==> src/rtl/pipe_ctrl_pkg.sv <==
// pipe_ctrl_pkg: shared hazard-control types and constants
// Provides the controller state enum, the register-index width and the x0 index.
package pipe_ctrl_pkg;
    localparam int REG_IDX_W = 5;
    localparam logic [REG_IDX_W-1:0] ZERO_REG = '0;
    typedef enum logic {RUN = 1'b0, MC_WAIT = 1'b1} state_t;
endpackage

==> src/rtl/sat_counter.sv <==
// sat_counter: saturating up-counter
// Ports: clk, reset (async, active-high), en (count this cycle), count (holds at all-ones).
module sat_counter #(
    parameter int WIDTH = 16
) (
    input  logic             clk,
    input  logic             reset,
    input  logic             en,
    output logic [WIDTH-1:0] count
);
    always_ff @(posedge clk or posedge reset) begin
        if (reset) count <= '0;
        else if (en && count != '1) count <= count + WIDTH'(1);
    end
endmodule

==> src/rtl/hazard_ctrl.sv <==
// hazard_ctrl: pipeline hazard controller (load-use stall, redirect flush, multicycle wait)
// Inputs: ID operand info, EX load/redirect info, multicycle done.
// Outputs: PC/IF-ID enables, flush/bubble, redirect select/target, mc_start,
// sticky mc_timeout, saturating stall_cycles/flush_count.
module hazard_ctrl
    import pipe_ctrl_pkg::*;
#(
    parameter int XLEN       = 32,
    parameter int MC_TIMEOUT = 64
) (
    input  logic                 clk,
    input  logic                 reset,
    input  logic                 id_valid,
    input  logic [REG_IDX_W-1:0] id_rs1,
    input  logic [REG_IDX_W-1:0] id_rs2,
    input  logic                 id_uses_rs1,
    input  logic                 id_uses_rs2,
    input  logic                 id_mc_op,
    input  logic [REG_IDX_W-1:0] ex_rd,
    input  logic                 ex_mem_read,
    input  logic                 ex_redirect,
    input  logic [XLEN-1:0]      ex_target,
    input  logic                 mc_done,
    output logic                 pc_we,
    output logic                 ifid_we,
    output logic                 ifid_flush,
    output logic                 idex_bubble,
    output logic                 pc_sel_redirect,
    output logic [XLEN-1:0]      redirect_pc,
    output logic                 mc_start,
    output logic                 mc_timeout,
    output logic [31:0]          stall_cycles,
    output logic [15:0]          flush_count
);
    localparam int CW = (MC_TIMEOUT > 2) ? $clog2(MC_TIMEOUT) : 1;

    state_t        state, state_nxt;
    logic [CW-1:0] to_cnt;
    logic          load_use, timeout_hit, mc_go;

    assign load_use = id_valid && ex_mem_read && ex_rd != ZERO_REG &&
                      ((id_uses_rs1 && id_rs1 == ex_rd) || (id_uses_rs2 && id_rs2 == ex_rd));
    assign mc_go = !ex_redirect && !load_use && id_valid && id_mc_op;
    // Last permitted wait cycle: release the stall now and flag the abort.
    assign timeout_hit = state == MC_WAIT && !mc_done && to_cnt == CW'(MC_TIMEOUT - 1);

    always_ff @(posedge clk or posedge reset) begin
        if (reset) state <= RUN;
        else state <= state_nxt;
    end

    // Counter is held at zero throughout RUN so every wait starts from zero.
    always_ff @(posedge clk or posedge reset) begin
        if (reset) begin
            to_cnt     <= '0;
            mc_timeout <= 1'b0;
        end else begin
            if (state == RUN) to_cnt <= '0;
            else if (!mc_done) to_cnt <= to_cnt + CW'(1);
            if (timeout_hit) mc_timeout <= 1'b1;
        end
    end

    always_comb begin
        state_nxt = state;
        if (state == RUN) state_nxt = mc_go ? MC_WAIT : RUN;
        else state_nxt = (mc_done || timeout_hit) ? RUN : MC_WAIT;
    end

    always_comb begin
        pc_we           = 1'b0;
        ifid_we         = 1'b0;
        ifid_flush      = 1'b0;
        idex_bubble     = 1'b0;
        pc_sel_redirect = 1'b0;
        redirect_pc     = '0;
        mc_start        = 1'b0;
        if (reset) begin
            ifid_flush  = 1'b1;
            idex_bubble = 1'b1;
        end else if (state == RUN) begin
            if (ex_redirect) begin
                pc_we           = 1'b1;
                ifid_we         = 1'b1;
                ifid_flush      = 1'b1;
                idex_bubble     = 1'b1;
                pc_sel_redirect = 1'b1;
                redirect_pc     = ex_target;
            end else if (load_use || mc_go) begin
                idex_bubble = 1'b1;
                mc_start    = mc_go;
            end else begin
                pc_we   = 1'b1;
                ifid_we = 1'b1;
            end
        end else begin
            pc_we       = mc_done || timeout_hit;
            ifid_we     = mc_done || timeout_hit;
            idex_bubble = !(mc_done || timeout_hit);
        end
    end

    sat_counter #(.WIDTH(32)) u_stall_cnt (
        .clk   (clk),
        .reset (reset),
        .en    (!pc_we && !reset),
        .count (stall_cycles)
    );

    sat_counter #(.WIDTH(16)) u_flush_cnt (
        .clk   (clk),
        .reset (reset),
        .en    (ifid_flush && !reset),
        .count (flush_count)
    );
endmodule

==> config.mk <==
export PLATFORM = sky130hd
export DESIGN_NAME = hazard_ctrl
export DESIGN_NICKNAME = d
export VERILOG_FILES = /design/src/rtl/pipe_ctrl_pkg.sv /design/src/rtl/sat_counter.sv /design/src/rtl/hazard_ctrl.sv
export SDC_FILE = /design/constraint.sdc
export NUM_CORES = 1
export LEC_CHECK = 0
export CAP_MARGIN = 5
export CORE_UTILIZATION = 45
export DETAILED_ROUTE_END_ITERATION = 8
export PLACE_DENSITY = 0.91
export SLEW_MARGIN = 20
export SYNTH_ARGS = -nofsm -noshare
export SYNTH_HDL_FRONTEND = slang
export SYNTH_SLANG_ARGS = --single-unit
==> constraint.sdc <==
create_clock -name clk -period 5.4 [get_ports clk]
set_input_delay 1.08 -clock clk [delete_from_list [all_inputs] [get_ports clk]]
set_output_delay 1.08 -clock clk [all_outputs]
set_load 0.005 [all_outputs]
# Word-level counts from Yosys, hierarchy flattened
# Index checks and enable logic that the tools add are counted.
dict set report word_totals {
  regBits 56
  latch_bits 0
  ram_bits 0
  mem_bits_ro 0
  inputBits 56
  out_inout_bits 87
  elab_cells 62
  mem_count 0
}
dict set report op_classes {
  n_addsub 3
  mul 0
  div_mod_pow 0
  magnitude_cmp 0
  n_eq_ne 6
  n_shift 0
  muxes 24
  bitwise 0
  reduce_logical 24
}
# cell n
set ops {}
lappend ops {{32-bit two-way mux} 3}
lappend ops {{32-bit by 1-bit adder with 32-bit output, second input constant} 1}
lappend ops {{32-bit inequality test, second input constant} 1}
lappend ops {{1-bit two-way mux} 19}
lappend ops {{16-bit by 1-bit adder with 16-bit output, second input constant} 1}
lappend ops {{16-bit inequality test, second input constant} 1}
lappend ops {{1-bit logical AND} 14}
lappend ops {{6-bit two-way mux} 2}
lappend ops {{5-bit == test} 2}
lappend ops {{6-bit by 1-bit adder with 6-bit output, second input constant} 1}
lappend ops {{6-bit == test, second input constant} 1}
lappend ops {{1-bit logical NOT} 6}
lappend ops {{5-bit nonzero test} 1}
lappend ops {{1-bit logical OR} 3}
lappend ops {{2-bit inequality test, second input constant} 1}

# Depth between registers and ports, before layout
dict set report logic_depth {
  ltp_word 16
  mapped_depth 9
  mapped_depth_nobuf 7
}

# Cells and area by module
# A second synthesis with hierarchy kept.
dict set report unflattened {
  cells_unflattened 318
  area_unflattened_um2 3219.3
}
# module instances cells_per_inst area_per_inst_um2 seq_area_each_um2
set modules_own_cells {}
lappend modules_own_cells {{sat_counter (u_stall_cnt)} 1 139 1561.5 800.8}
lappend modules_own_cells {hazard_ctrl 1 108 852.1 200.2}
lappend modules_own_cells {{sat_counter (u_flush_cnt)} 1 71 805.8 400.4}

# Worst setup path before layout
# Ideal clock, no wire load.
dict set report synth_path {
  kind {input -> output}
  from {in reset}
  to {out pc_we}
  arrival_time_ns 2.857
  required_ns 4.320
  path_slack_ns 1.463
  cell_stages 4
  path_buffers 1
  path_cell_list {inv_1 nand2_1 a21oi_1 buf_4}
}
dict set report synth_between {
  elab_chain_len 1
}
# element line
set synth_lines {}
lappend synth_lines {{start: declaration} hazard_ctrl.sv:12} ;# input logic reset,
lappend synth_lines {{1-bit two-way mux} -}
lappend synth_lines {{end: declaration} hazard_ctrl.sv:24} ;# output logic pc_we,
# No other way between the ends.

# Final worst setup path
dict set report layout_path {
  from {in ex_rd[0]}
  to {out pc_we}
}
dict set report layout_between {
  elab_chain_len 13
  elab_cells_between_ends 17
  cone_classes {eq/ne: 2; mux: 4; reduce/logical: 11}
}
# element line
set layout_lines {}
lappend layout_lines {{start: declaration} hazard_ctrl.sv:19} ;# input logic [REG_IDX_W-1:0] ex_rd,
lappend layout_lines {{5-bit == test} hazard_ctrl.sv:42} ;# ((id_uses_rs1 && id_rs1 == ex_rd) || (id_uses_rs2 && id_rs2 == ex_rd));
lappend layout_lines {{1-bit logical AND} hazard_ctrl.sv:42}
lappend layout_lines {{1-bit logical OR} hazard_ctrl.sv:42}
lappend layout_lines {{1-bit logical AND *} hazard_ctrl.sv:41} ;# assign load_use = id_valid && ex_mem_read && ex_rd != ZERO_REG &&
lappend layout_lines {{1-bit logical NOT} hazard_ctrl.sv:43} ;# assign mc_go = !ex_redirect && !load_use && id_valid && id_mc_op;
lappend layout_lines {{1-bit logical AND (3 in a row)} hazard_ctrl.sv:43}
lappend layout_lines {{1-bit logical OR *} hazard_ctrl.sv:89} ;# end else if (load_use || mc_go) begin
lappend layout_lines {{1-bit two-way mux *} hazard_ctrl.sv:89}
lappend layout_lines {{1-bit two-way mux *} hazard_ctrl.sv:82} ;# if (ex_redirect) begin
lappend layout_lines {{1-bit two-way mux *} hazard_ctrl.sv:81} ;# end else if (state == RUN) begin
lappend layout_lines {{1-bit two-way mux *} hazard_ctrl.sv:78} ;# if (reset) begin
# Every way passes the cells marked *; elsewhere a longest branch is shown, timed or not.

==> metrics.md <==
| Metric | Value |
|---|---|
| Layout fillers | 508 |
| GRT Residual Overflow | 0 |
| FF-to-FF setup slack | 2900 ps |
| Routability cong. | 0.7736 |
| Ys Warns | 0 |
| Routed WL | 8231 microns |
| First-pass DRT Iterations | 4 |
| Leading area contributor after synthesis | dfrtp_1 |
| DP HPWL | 6311 microns |
| Power Density | 214.0 mW/mm^2 |
| CTS Hold Buffers Added | 0 |
| Unique masters post-synth | 41 |
| Synth Area in Adders | 0.01192 |
| Layout Cell Area excl Fill | 0.004737 sq mm |
| CTS tree | built |
| Final Skew | 13.53 ps |
| Compound-Gate Fraction of Synth Area | 0.03299 |
| Reg-to-reg endpoint | u_stall_cnt.count[19] |
| Final Non-Filler Cells | 558 |
| Max Transition Viols Final | 0 |
| Minimum clock period | 4477 ps |
| Most frequent cell after synthesis | dfrtp_1 |
| Leakage power | 0.002045 uW |
| Antenna violations before repair | 0 |
| I/O pins | 143 |
| Synthesized area per cell | 9.838 sq um |
| Pin count of the biggest net entering global routing | 38 |
| Placed Area | 0.004644 sq mm |
| Register Area | 0.001401 sq mm |
| Sum of negative setup slack | 0 ps |
| Hold Fails Final Rpt | 0 |
| Hold path cells | 1 |
| Via count | 2802 |
| Async SR Flop Fraction | 1.000 |
| Synth Register Bits | 56 |
| Min-Delay Path Class | flip-flop to flip-flop |
| Final setup viols | 0 |
| Row cnt | 30 |
| Worst skew pair latency | 310 ps |
| Worst Reg-to-Reg Cells | 7 |
| Post-synth EDFFs | 0 |
| Core area | 0.006794 sq mm |
| First-pass GRT wire length | 12900 microns |
| Crit path kind | primary input to output pin |
| Slew of the pin with the lowest slew margin | 941.5 ps |
| Critical R2R Launch | u_stall_cnt.count[0] |
| Placed insts | 550 |
| Setup crit end | pc_we |
| Mapped cell area | 0.003148 sq mm |
| Status | finished, final reports clean |
| Htree depth | 2 |
| Max_slew headroom | 0.3703 |
| Clock buffer count from CTS | 5 |
| Total Power | 1014 uW |
| Ys flop type | dfrtp_1 |
| CP cell instances | clkdlybuf4s50_1, or3_1, o311a_1, and2_1, a21o_1, a21oi_1, clkdlybuf4s50_1 |
| I/O Buffers | 142 |
| Die Area | 0.007334 sq mm |
| Die Width | 85.64 microns |
| VDD IR max | 290.1 uV |
| Post-CTS sizing | 0 |
| Worst Path Max Fanout | 4 |
| Top cell type's share of synthesized area | 0.4452 |
| Ant. Diodes | 0 |
| Area Growth Syn to Fin | 50.48% |
| Post-synthesis mux area share | 0.01510 |
| Total GRT Usage | 0.2192 |
| Syn_nets | 379 |
| Final Core Density | 0.6972 |
| Initial core utilization | 0.4634 |
| Unrepaired setup endpoints after global routing | false |
| Sequential share of the synthesized area | 0.4452 |
| Clock Sinks | 56 |
| Number of global-route vias before repair | 2636 |
| Setup crit start | ex_rd[0] |
| Worst EP required | 4320 ps |
| Crit path top cell by count | clkdlybuf4s50_1 |
| CTS Buffer Depth | 2 |
| Largest cells by area after synthesis | dfrtp_1 45%, xor2_1 9.2%, xnor2_1 7.2% |
| Max Cap Viol | 0 |
| Area of the multi-input gates | 0.001675 sq mm |
| CTS root buf | clkbuf_8 |
| Drt drc | 0 |
| Tcrit/Tclk final | 0.8290 |
| Worst setup EP type | output pin |
| Clk slew on worst S/H paths | 100 ps |
| Critical Path Start Type | primary input |
| Synth cell count leaders | 56 x dfrtp_1, 36 x and2_1, 33 x xor2_1 |
| Layout cells sized above 1 | 0.04545 |
| Worst Path Arrival | 3400 ps |
| Slowest CP cell | clkdlybuf4s50_1 |
| Post-CTS setup buffers | 0 |
| Peak Freq | 223.4 MHz |
| Die height | 85.64 microns |
| Wire length per cell | 14.75 microns |
| Number of vias per cell | 5.022 |
| Synth Area in Simple Gates | 0.3080 |
| Post-Synth XOR/XNOR Area | 0.1641 |
| First DRT Iteration DRCs | 117 |
| Final ANT Viol Nets | 0 |
| Nets | 520 |
| Synthesized instance count | 320 |
| Slowest stage delay, CP | 530 ps |
| Largest family of logic cells by synthesized area | simple AND/OR/NAND/NOR gates |
[report_power, final]
group          switching [uW]  internal [uW]
logic                    92.4            172
registers                56.2            458
clock network             142           92.3
total                     291            723
[final cells by class]
cell class / instances / share of cell area
Clock buffer: 5 / 0.01453
Clock inverter: 3 / 0.005018
Inverter: 3 / 0.002377
Multi-Input combinational cell: 251 / 0.3537
Sequential cell: 56 / 0.2958
Tap cell: 96 / 0.02536
Timing Repair Buffer: 144 / 0.3032
[metrics by stage]
stage               setup slack [ps]  hold WS [ps]
global placement               999.2         456.0
floorplan                       1463         460.2
global route                   834.4         502.2
detailed placement             934.7         460.3
finish                         923.4         484.9
CTS                            927.0         485.9
[critical path: cells and delay by family]
kind                   cells  cell delay, ps
AND/OR/NAND/NOR            2             620
AO/OA/AOI/OAI              3             700
buffers and inverters      2            1010
[registers in the layout, summed over array words and instances (netlist names)]
| signal | count |
|---|---|
| u_flush_cnt.count | 16 |
| u_stall_cnt.count | 32 |
| mc_timeout | 1 |
| to_cnt | 6 |
| state | 1 |
[how the worst min path moves through the flow]
stage	slack [ps]	end	from
finish	480	mc_timeout	mc_timeout
global route	500	mc_timeout	mc_timeout
CTS	490	mc_timeout	mc_timeout
global placement	460	mc_timeout	mc_timeout
floorplan	460	mc_timeout	mc_timeout
detailed placement	460	mc_timeout	mc_timeout
[kinds of logic after synthesis]
family	after synthesis
flops	56
xor+xnor	59
buf+inv	13
compound gates	12
mux	4
simple gates	173
fa+ha+maj	3
[metal layers]
metal | part of all wire | GRT usage | up-vias
met4 | 0.012 | 0.05152 | 0
met1 | 0.45 | 0.3057 | 1337
met5 | 0 | 0 | -
li1 | - | - | 1376
met2 | 0.49 | 0.3564 | 81
met3 | 0.053 | 0.04042 | 8
[cell usage in the layout (no fill, tap or decap), types with 3 or more instances in the layout]
| master | Yosys | routed |
|---|---|---|
| clkbuf_8 | 0 | 5 |
| and3_1 | 4 | 4 |
| clkdlybuf4s50_1 | 0 | 142 |
| nor2b_1 | 7 | 7 |
| dfrtp_1 | 56 | 56 |
| nor3b_1 | 6 | 6 |
| nor2_1 | 27 | 27 |
| ha_1 | 3 | 3 |
| nand4_1 | 16 | 16 |
| nand2_1 | 26 | 26 |
| nand3_1 | 20 | 20 |
| and4_1 | 5 | 5 |
| and2_1 | 36 | 36 |
| xor2_1 | 33 | 33 |
| xnor2_1 | 26 | 26 |
| nor3_1 | 13 | 13 |
No activity file was read; power rests on OpenSTA's default activity.
